### src/rtl/exp_prng_pkg.sv
// exp_prng_pkg
//   Shared definitions for the exponential-PRNG sample arbiter:
//   - state_e      : arbiter FSM states (warm-up discard / serving requesters)
//   - X_WID_DEF    : default sample width
//   - GRANT_CNT_W  : width of the saturating grant counter
//   - WCNT_W       : width of the warm-up discard counter (covers WARMUP up to 65535)
//   - satInc       : saturating increment used by the grant counter
package exp_prng_pkg;

  typedef enum logic {
    ST_WARMUP = 1'b0,
    ST_SERVE  = 1'b1
  } state_e;

  localparam int X_WID_DEF   = 16;
  localparam int GRANT_CNT_W = 16;
  localparam int WCNT_W      = 16;

  // Counter sticks at all-ones instead of wrapping back to zero.
  function automatic logic [GRANT_CNT_W-1:0] satInc(input logic [GRANT_CNT_W-1:0] v);
    return (&v) ? v : v + GRANT_CNT_W'(1);
  endfunction

endpackage

### src/rtl/rr_arbiter.sv
// rr_arbiter
//   Purely combinational round-robin selector. The search starts at index
//   ptr_i and walks upward modulo NUM_REQ; the first set request wins.
//   Ports:
//     req_i  in  NUM_REQ  request vector (already qualified by the caller)
//     ptr_i  in  PTR_W    index with highest priority this cycle
//     gnt_o  out NUM_REQ  one-hot grant, all zero when req_i == 0
module rr_arbiter
  import exp_prng_pkg::*;
#(
  parameter int NUM_REQ = 4,
  parameter int PTR_W   = $clog2(NUM_REQ)
) (
  input  logic [NUM_REQ-1:0] req_i,
  input  logic [PTR_W-1:0]   ptr_i,
  output logic [NUM_REQ-1:0] gnt_o
);

  int   idx;
  logic found;

  // Rotating priority search; the found flag freezes the first hit so later
  // iterations cannot add a second grant bit.
  always_comb begin
    gnt_o = '0;
    found = 1'b0;
    idx   = 0;
    for (int i = 0; i < NUM_REQ; i++) begin
      idx = int'(ptr_i) + i;
      if (idx >= NUM_REQ) begin
        idx = idx - NUM_REQ;
      end
      if (!found && req_i[idx]) begin
        gnt_o[idx] = 1'b1;
        found      = 1'b1;
      end
    end
  end

endmodule

### src/rtl/exp_prng_arbiter.sv
// exp_prng_arbiter
//   Shares one exponential-PRNG sample stream among NUM_REQ requesters.
//   After reset or flush the first WARMUP generator samples are discarded;
//   afterwards each accepted sample is parked in a one-entry buffer and
//   handed, unmodified and in order, to exactly one requester chosen
//   round-robin. A grant and a new sample in the same cycle keep the buffer
//   full, so the stream runs at one grant per cycle.
//   Ports:
//     clk_i        in   1        clock, all state on rising edge
//     rst_i        in   1        asynchronous active-high reset
//     smp_i        in   X_WID    generator sample
//     smp_valid_i  in   1        smp_i valid
//     smp_ready_o  out  1        arbiter accepts smp_i this cycle
//     flush_i      in   1        synchronous restart of warm-up
//     req_i        in   NUM_REQ  level requests, held until granted
//     gnt_o        out  NUM_REQ  one-hot grant (completes the transfer)
//     data_o       out  X_WID    granted sample, 0 when no grant
//     busy_o       out  1        high during warm-up
//     grant_cnt_o  out  16       saturating grant count since reset/flush
module exp_prng_arbiter
  import exp_prng_pkg::*;
#(
  parameter int NUM_REQ = 4,
  parameter int X_WID   = X_WID_DEF,
  parameter int WARMUP  = 64
) (
  input  logic                   clk_i,
  input  logic                   rst_i,
  input  logic [X_WID-1:0]       smp_i,
  input  logic                   smp_valid_i,
  output logic                   smp_ready_o,
  input  logic                   flush_i,
  input  logic [NUM_REQ-1:0]     req_i,
  output logic [NUM_REQ-1:0]     gnt_o,
  output logic [X_WID-1:0]       data_o,
  output logic                   busy_o,
  output logic [GRANT_CNT_W-1:0] grant_cnt_o
);

  localparam int                PTR_W       = $clog2(NUM_REQ);
  localparam logic [WCNT_W-1:0] WARMUP_LAST = WCNT_W'(WARMUP - 1);

  state_e                 state_q, state_d;
  logic [WCNT_W-1:0]      wcnt_q, wcnt_d;
  logic [X_WID-1:0]       buf_q, buf_d;
  logic                   bufVld_q, bufVld_d;
  logic [PTR_W-1:0]       ptr_q, ptr_d;
  logic [GRANT_CNT_W-1:0] gcnt_q, gcnt_d;

  logic [NUM_REQ-1:0]     reqEligible;
  logic                   anyGnt;
  logic                   xfer;
  logic [PTR_W-1:0]       ptrAfterGnt;

  // Requests only count while a sample is actually held in SERVE; flush
  // masks them so the flush cycle never grants.
  assign reqEligible = (state_q == ST_SERVE && bufVld_q && !flush_i) ? req_i : '0;

  rr_arbiter #(
    .NUM_REQ (NUM_REQ),
    .PTR_W   (PTR_W)
  ) u_rr (
    .req_i (reqEligible),
    .ptr_i (ptr_q),
    .gnt_o (gnt_o)
  );

  assign anyGnt      = |gnt_o;
  assign data_o      = anyGnt ? buf_q : '0;
  assign busy_o      = (state_q == ST_WARMUP);
  assign grant_cnt_o = gcnt_q;

  // Ready is held low while reset is asserted and on a flush cycle. In SERVE
  // the buffer can take a sample when empty or when it is emptied by a grant
  // in this same cycle.
  always_comb begin
    smp_ready_o = 1'b0;
    if (!rst_i && !flush_i) begin
      if (state_q == ST_WARMUP) begin
        smp_ready_o = 1'b1;
      end else begin
        smp_ready_o = !bufVld_q || anyGnt;
      end
    end
  end

  assign xfer = smp_valid_i && smp_ready_o;

  // Pointer moves to just past the winner, wrapping to 0 after the top index.
  always_comb begin
    ptrAfterGnt = ptr_q;
    for (int k = 0; k < NUM_REQ; k++) begin
      if (gnt_o[k]) begin
        ptrAfterGnt = (k == NUM_REQ - 1) ? '0 : PTR_W'(k + 1);
      end
    end
  end

  // Next-state logic. Flush overrides everything; otherwise WARMUP counts
  // discarded transfers and SERVE manages the buffer, pointer and counter.
  always_comb begin
    state_d  = state_q;
    wcnt_d   = wcnt_q;
    buf_d    = buf_q;
    bufVld_d = bufVld_q;
    ptr_d    = ptr_q;
    gcnt_d   = gcnt_q;

    if (flush_i) begin
      state_d  = ST_WARMUP;
      wcnt_d   = '0;
      bufVld_d = 1'b0;
      ptr_d    = '0;
      gcnt_d   = '0;
    end else begin
      unique case (state_q)
        ST_WARMUP: begin
          if (xfer) begin
            wcnt_d = wcnt_q + WCNT_W'(1);
            if (wcnt_q == WARMUP_LAST) begin
              state_d = ST_SERVE;
            end
          end
        end
        ST_SERVE: begin
          if (anyGnt) begin
            ptr_d  = ptrAfterGnt;
            gcnt_d = satInc(gcnt_q);
          end
          // A sample arriving with a grant refills the buffer in place.
          if (xfer) begin
            buf_d    = smp_i;
            bufVld_d = 1'b1;
          end else if (anyGnt) begin
            bufVld_d = 1'b0;
          end
        end
        default: begin
          state_d = ST_WARMUP;
        end
      endcase
    end
  end

  // State register with asynchronous reset to an empty, warming-up arbiter.
  always_ff @(posedge clk_i or posedge rst_i) begin
    if (rst_i) begin
      state_q  <= ST_WARMUP;
      wcnt_q   <= '0;
      buf_q    <= '0;
      bufVld_q <= 1'b0;
      ptr_q    <= '0;
      gcnt_q   <= '0;
    end else begin
      state_q  <= state_d;
      wcnt_q   <= wcnt_d;
      buf_q    <= buf_d;
      bufVld_q <= bufVld_d;
      ptr_q    <= ptr_d;
      gcnt_q   <= gcnt_d;
    end
  end

endmodule

### config.mk
export PLATFORM = sky130hd
export DESIGN_NAME = exp_prng_arbiter
export DESIGN_NICKNAME = d
export VERILOG_FILES = /design/src/rtl/exp_prng_pkg.sv /design/src/rtl/rr_arbiter.sv /design/src/rtl/exp_prng_arbiter.sv
export SDC_FILE = /design/constraint.sdc
export NUM_CORES = 1
export LEC_CHECK = 0
export ABC_AREA = 0
export CORE_MARGIN = 2
export CORE_UTILIZATION = 28
export DETAILED_ROUTE_END_ITERATION = 8
export PLACE_DENSITY = 0.56
export SKIP_LAST_GASP = 1
export SYNTH_ARGS = -nofsm -noshare
export SYNTH_HDL_FRONTEND = slang
export SYNTH_SLANG_ARGS = --single-unit
### constraint.sdc
create_clock -name clk_i -period 3.8 [get_ports clk_i]
set_input_delay 0.76 -clock clk_i [delete_from_list [all_inputs] [get_ports clk_i]]
set_output_delay 0.76 -clock clk_i [all_outputs]
set_load 0.03 [all_outputs]
# Word-level counts from Yosys, hierarchy flattened
# Index checks and enable logic that the tools add are counted.
# W data, S select, Z words.
dict set report op_classes {
  bitwise_logic 5
  add_sub_neg 9
  n_reduce_logical 30
  eq_ne 3
  muxes 57
  order_cmp 12
}
# op count
set ops {}
lappend ops {{$ge A32 B1 Y1 const B} 4}
lappend ops {{$lt A32 B4 Y1 const B} 4}
lappend ops {{$mux W16} 8}
lappend ops {{$mux W32} 4}
lappend ops {{$ge A32 B4 Y1 const B} 3}
lappend ops {{$sub A32 B4 Y32 const B} 3}
lappend ops {{$add A16 B1 Y16 const B} 2}
lappend ops {{$mux W1} 25}
lappend ops {{$mux W4} 5}
lappend ops {{$eq A16 B6 Y1 const B} 1}
lappend ops {{$reduce_and A16 Y1} 1}
lappend ops {{$mux W2} 7}
lappend ops {{$or A4 B4 Y4} 3}
lappend ops {{$logic_and A1 B1 Y1} 11}
lappend ops {{$reduce_and A3 Y1} 3}
lappend ops {{$bmux W1 S2} 4}
lappend ops {{$demux W1 S2} 4}
lappend ops {{$add A2 B2 Y3 const B} 2}
lappend ops {{$logic_not A1 Y1} 6}
lappend ops {{$reduce_bool A2 Y1} 3}
lappend ops {{$reduce_bool A5 Y1} 1}
lappend ops {{$ne A2 B2 Y1 const B} 2}
lappend ops {{$reduce_and A2 Y1} 2}
lappend ops {{$reduce_or A4 Y1} 1}
lappend ops {{6 further kinds} 7}
dict set report word_totals {
  wordCells 122
  reg_bits 52
  inputBits 24
}

# Depth between registers and ports, before layout
dict set report depth {
  ltp_word 24
  ltp_mapped 11
}

# Modules after synthesis
# Synthesis repeated with hierarchy kept, for this count alone.
dict set report hier_totals {
  hier_cells 288
  hier_area_um2 3036.7
}
# mod area_per_inst_um2 cells_each instances seq_area_each_um2
set by_module_without_submodules {}
lappend by_module_without_submodules {exp_prng_arbiter 2678.8 250 1 1301.2}
lappend by_module_without_submodules {rr_arbiter 357.8 38 1 0.0}

# Worst setup path before layout
# Ideal clock, no wire load.
dict set report synth_path {
  path_kind {register to output}
  startpoint {register ptr_q[0]}
  endpoint {output smp_ready_o}
  path_slack_ns -0.376
  t_arrival_ns 3.416
  stages_incl_launch_ff 10
  t_required_ns 3.040
  path_buffers 1
  path_cell_list {dfrtp_1 > inv_1 > ha_1 > mux4_1 > o311ai_2 > a211o_2 > a2111oi_4 > o21a_4 > buf_2 > a311oi_1}
}
dict set report synth_via {
  elab_chain_len 19
  word_cells_on_any_way 67
  classes_between {add/sub: 7; order compare: 12; mux: 33; bitwise: 3; reduce/logical: 12}
}
# element line_no
set synth_lines {}
lappend synth_lines {{start: declaration} exp_prng_arbiter.sv:47} ;# logic [PTR_W-1:0] ptr_q, ptr_d;
lappend synth_lines {{start signal: assignment} exp_prng_arbiter.sv:159} ;# ptr_q <= ptr_d;
lappend synth_lines {{branches (longest 14 deep; another with $sub A32 B4 Y32)} -}
lappend synth_lines {{$mux W4 *} rr_arbiter.sv:33} ;# if (!found && req_i[idx]) begin
lappend synth_lines {{$reduce_or A4 Y1 *} exp_prng_arbiter.sv:68} ;# assign anyGnt = |gnt_o;
lappend synth_lines {{$logic_or A1 B1 Y1 *} exp_prng_arbiter.sv:82} ;# smp_ready_o = !bufVld_q || anyGnt;
lappend synth_lines {{$mux W1 *} exp_prng_arbiter.sv:79} ;# if (state_q == ST_WARMUP) begin
lappend synth_lines {{$mux W1 *} exp_prng_arbiter.sv:78} ;# if (!rst_i && !flush_i) begin
lappend synth_lines {{end: declaration} exp_prng_arbiter.sv:31} ;# output logic smp_ready_o,
# Mark *: on every way between the ends. The select of a mux whose other input is x is not followed.

# Final worst setup path
dict set report layout_path {
  startpoint {input req_i[2]}
  endpoint {output data_o[4]}
}
dict set report layout_via {
  elab_chain_len 16
  word_cells_on_any_way 31
  classes_between {mux: 21; bitwise: 3; reduce/logical: 7}
}
# element line_no
set layout_lines {}
lappend layout_lines {{start: declaration} exp_prng_arbiter.sv:33} ;# input logic [NUM_REQ-1:0] req_i,
lappend layout_lines {{$mux W4 *} exp_prng_arbiter.sv:57} ;# assign reqEligible = (state_q == ST_SERVE && bufVld_q && !flush_i) ? req_i : '0;
lappend layout_lines {{$bmux W1 S2} rr_arbiter.sv:33}
lappend layout_lines {{$mux W1 (implied by the code) (2 in a row)} rr_arbiter.sv:33}
lappend layout_lines {{$mux W1} rr_arbiter.sv:33}
lappend layout_lines {{$logic_not A1 Y1} rr_arbiter.sv:33}
lappend layout_lines {{$logic_and A1 B1 Y1} rr_arbiter.sv:33}
lappend layout_lines {{$mux W1} rr_arbiter.sv:33}
lappend layout_lines {{$logic_not A1 Y1} rr_arbiter.sv:33}
lappend layout_lines {{$logic_and A1 B1 Y1} rr_arbiter.sv:33}
lappend layout_lines {{$mux W1} rr_arbiter.sv:33}
lappend layout_lines {{$logic_not A1 Y1} rr_arbiter.sv:33}
lappend layout_lines {{$logic_and A1 B1 Y1} rr_arbiter.sv:33}
lappend layout_lines {{$mux W4 *} rr_arbiter.sv:33}
lappend layout_lines {{$reduce_or A4 Y1 *} exp_prng_arbiter.sv:68}
lappend layout_lines {{$mux W16 *} exp_prng_arbiter.sv:69} ;# assign data_o = anyGnt ? buf_q : '0;
lappend layout_lines {{end: declaration} exp_prng_arbiter.sv:35} ;# output logic [X_WID-1:0] data_o,
# Every way passes the cells marked *; elsewhere a longest branch is shown, timed or not. The select of a mux whose other input is x is not followed.

==> qor.yml <==
outcome: "finished, violations left"
violations: "negative setup slack"
drv_cap: 0
yosysTopAreaCell: "dfrtp_1"
h-tree-depth: 2
synthMuxAreaShare: 0.103
synth_common_cells: "dfrtp_1 (52), nor2_1 (31), nand2_1 (23)"
setup_viol: 17
area.sequential_um2: 1300
grt_max_degree: 34
core-area_um2: 10800
power_w: 0.000973
end_kind: "output port"
synth_edf_count: 0
syn_inst: 304
relSlewSlack: 0.566
antenna_found_initial: 0
cts_max_path_buffers: 2
area_growth_pct: 38.8
dieArea_um2: 11800
die_x_um: 109
synth_fa_ha_area_frac: 0.0407
irDropWorstVdd_mv: 0.130
cts_hold_buf: 0
synth.most_common_cell: "dfrtp_1"
crit_arrival_ps: 3230
cts_tree: "built"
min_path_type: "flop to flop"
fin_skew_ps: 6.18
utilization: 0.395
initial_core_util: 0.285
ys_warn_count: 0
yosys.area_share.simple: 0.220
die_y_um: 109
synth_top_area_frac: 0.423
worstRegToRegCells: 14
ios: 62
synth_top_family_by_area: "simple AND/OR/NAND/NOR gates"
startpoint_type: "primary input"
reg2reg_slack_ps: 240
slew_violations: 0
gr-total-overflow: 0
async_reset_ff_frac: 1.00
critPathKind: "primary input to output port"
nets: 423
place_congestion: 0.819
first_iter_violations: 98
drc_errors: 0
post-place-ws_ps: -404
fillerInstances: 1060
post_synth.cell_area_avg_um2: 10.1
cts-buffers-inserted: 5
avgRoutedWirePerCell_um: 14.4
multi_input_area_um2: 1780
p_leak_nw: 1.80
synthXorXnorAreaFrac: 0.0456
grt_pass1_wl_mm: 12.9
rsz0062_at_grt: "true"
grt_util_all_layers: 0.136
drt.antenna.violating_nets: 0
cts_root_buffer: "clkbuf_8"
portBuffers: 61
r2r_start: "ptr_q[1]$_DFFE_PP0P_"
cp.required_ps: 3040
ys_ff_latch: 52
num_antenna_cells: 0
crit_start: "req_i[2]"
rows: 38
synth_compound_area_frac: 0.139
ys_top_cells_by_area: "dfrtp_1 (42%), mux2_4 (4.4%), ha_1 (4.1%)"
clkTransAtPathRegs_ps: 90
power_density_nw_per_um2: 228
clock_sinks: 52
vias: 2615
drt-pass1-iter-count: 4
fmax_mhz: 251
hold_viol: 0
timing.final.crit_share: 1.05
vias_per_cell: 4.94
grt_pass1_vias: 2593
netlist_area_um2: 3070
r2r_end: "buf_q[14]$_DFFE_PP0P_"
synthFlopType: "dfrtp_1"
yosysSeqAreaShare: 0.423
wl_mm: 7.62
final.min_clock_period_ps: 3990
drive_gt1_frac: 0.293
synth.distinct_cells: 55
place_hpwl_mm: 5.39
crit_path_max_fanout: 6
syn_nets: 338
endpoint: "data_o[4]"
clk_latency_ps: 300
tightest_slew_ps: 635
worst_slack_ps: -189
## stage by stage
stage	setup TNS (ps)	std cells	hold WS [ps]	cell area, um2
after CTS	-3130	523	515	4070
after global routing	-5260	529	540	4270
after floorplan	0	304	472	3100
after detailed placement	-9700	516	488	3980
after global placement	-7720	516	484	3980
final	-3050	529	520	4270
## state kept, by name, summed over array words and instances (netlist names)
| signal | cells |
|---|---|
| buf_q | 16 |
| grant_cnt_o | 16 |
| wcnt_q | 16 |
| ptr_q | 2 |
| bufVld_q | 1 |
| state_q | 1 |
## cell usage in the layout, fill, tap and decap left out, drive strengths merged, types with 2 or more instances in the layout
cell	n
dfrtp	52
buf	48
clkdlybuf4s50	36
nor2	31
nand2	23
and2	17
mux2	17
o21ai	14
a21oi	13
ha	10
nand4	9
inv	9
clkbuf	9
xor2	8
and3	8
or3	8
xnor2	8
nand3	6
nand2b	5
a2111oi	5
or2b	3
nand3b	3
nor3	3
mux4	3
or2	3
a311oi	3
nor2b	2
mux2i	2
nor4	2
a211oi	2
o31ai	2
clkdlybuf4s15	2
or3b	2
a221o	2
a211o	2
o21a	2
## critical path, stage by stage
cell and delay, ps:
clkdlybuf4s15_1 250, mux4_2 580, or3b_4 270, o311ai_4 90
a211o_2 350, a2111oi_4 320, o21ai_4 160, clkbuf_16 180
and2_4 130, buf_6 130
## report_power, final
part	internal (W)	switching [W]
clock network	0.000126	0.000177
logic	0.0000540	0.0000461
registers	0.000563	0.00000658
## per-layer routing
| layer | part of all wire | global-route usage | wire, um | vias up |
|---|---|---|---|---|
| met2 | 0.45 | 0.208 | 3440 | 68 |
| met3 | 0.068 | 0.0400 | 520 | 9 |
| met4 | 0.011 | 0.0321 | 83 | 0 |
| met5 | 0 | 0 | 0 | - |
| met1 | 0.47 | 0.189 | 3580 | 1285 |
| li1 | - | - | - | 1253 |
## what timing repair did
action	4_1_cts	5_1_grt
gates resized for setup	8	42
endpoints found under the hold margin	0	0
pin swaps	2	24
gates cloned	0	2
setup buffers	0	4
setup endpoints to repair	19	17
## final cells by class
class,instances,share of cell area
multi-input cells,231,0.418
flip-flops and latches,52,0.305
repair buffers,90,0.209
well taps,140,0.0411
clock buffers,6,0.0170
inverters,9,0.00792
clock inverters,1,0.00117
## kinds of logic (layout without fill, tap and decap cells)
kind of cell	after synthesis	after routing
AOI/OAI and AO/OA	55	55
xor gates and xnor gates	16	16
and+or+nand+nor	128	128
muxes	22	22
buffers and inverters	21	106
DFF	52	52
adders and majority gates	10	10
## worst min path at each step
| stage | slack [ps] | cells after the start | from | end |
|---|---|---|---|---|
| 6_report | 520 | 1 | buf_q[5]$_DFFE_PP0P_ | buf_q[5]$_DFFE_PP0P_ |
| 5_1_grt | 540 | 1 | buf_q[14]$_DFFE_PP0P_ | buf_q[14]$_DFFE_PP0P_ |
| 4_1_cts | 520 | 1 | buf_q[11]$_DFFE_PP0P_ | buf_q[11]$_DFFE_PP0P_ |
| 3_5_place_dp | 490 | 1 | buf_q[7]$_DFFE_PP0P_ | buf_q[7]$_DFFE_PP0P_ |
| 3_3_place_gp | 480 | 1 | buf_q[4]$_DFFE_PP0P_ | buf_q[4]$_DFFE_PP0P_ |
| 2_1_floorplan | 470 | 1 | buf_q[14]$_DFFE_PP0P_ | buf_q[14]$_DFFE_PP0P_ |
Power figures use the tool's default switching activity.
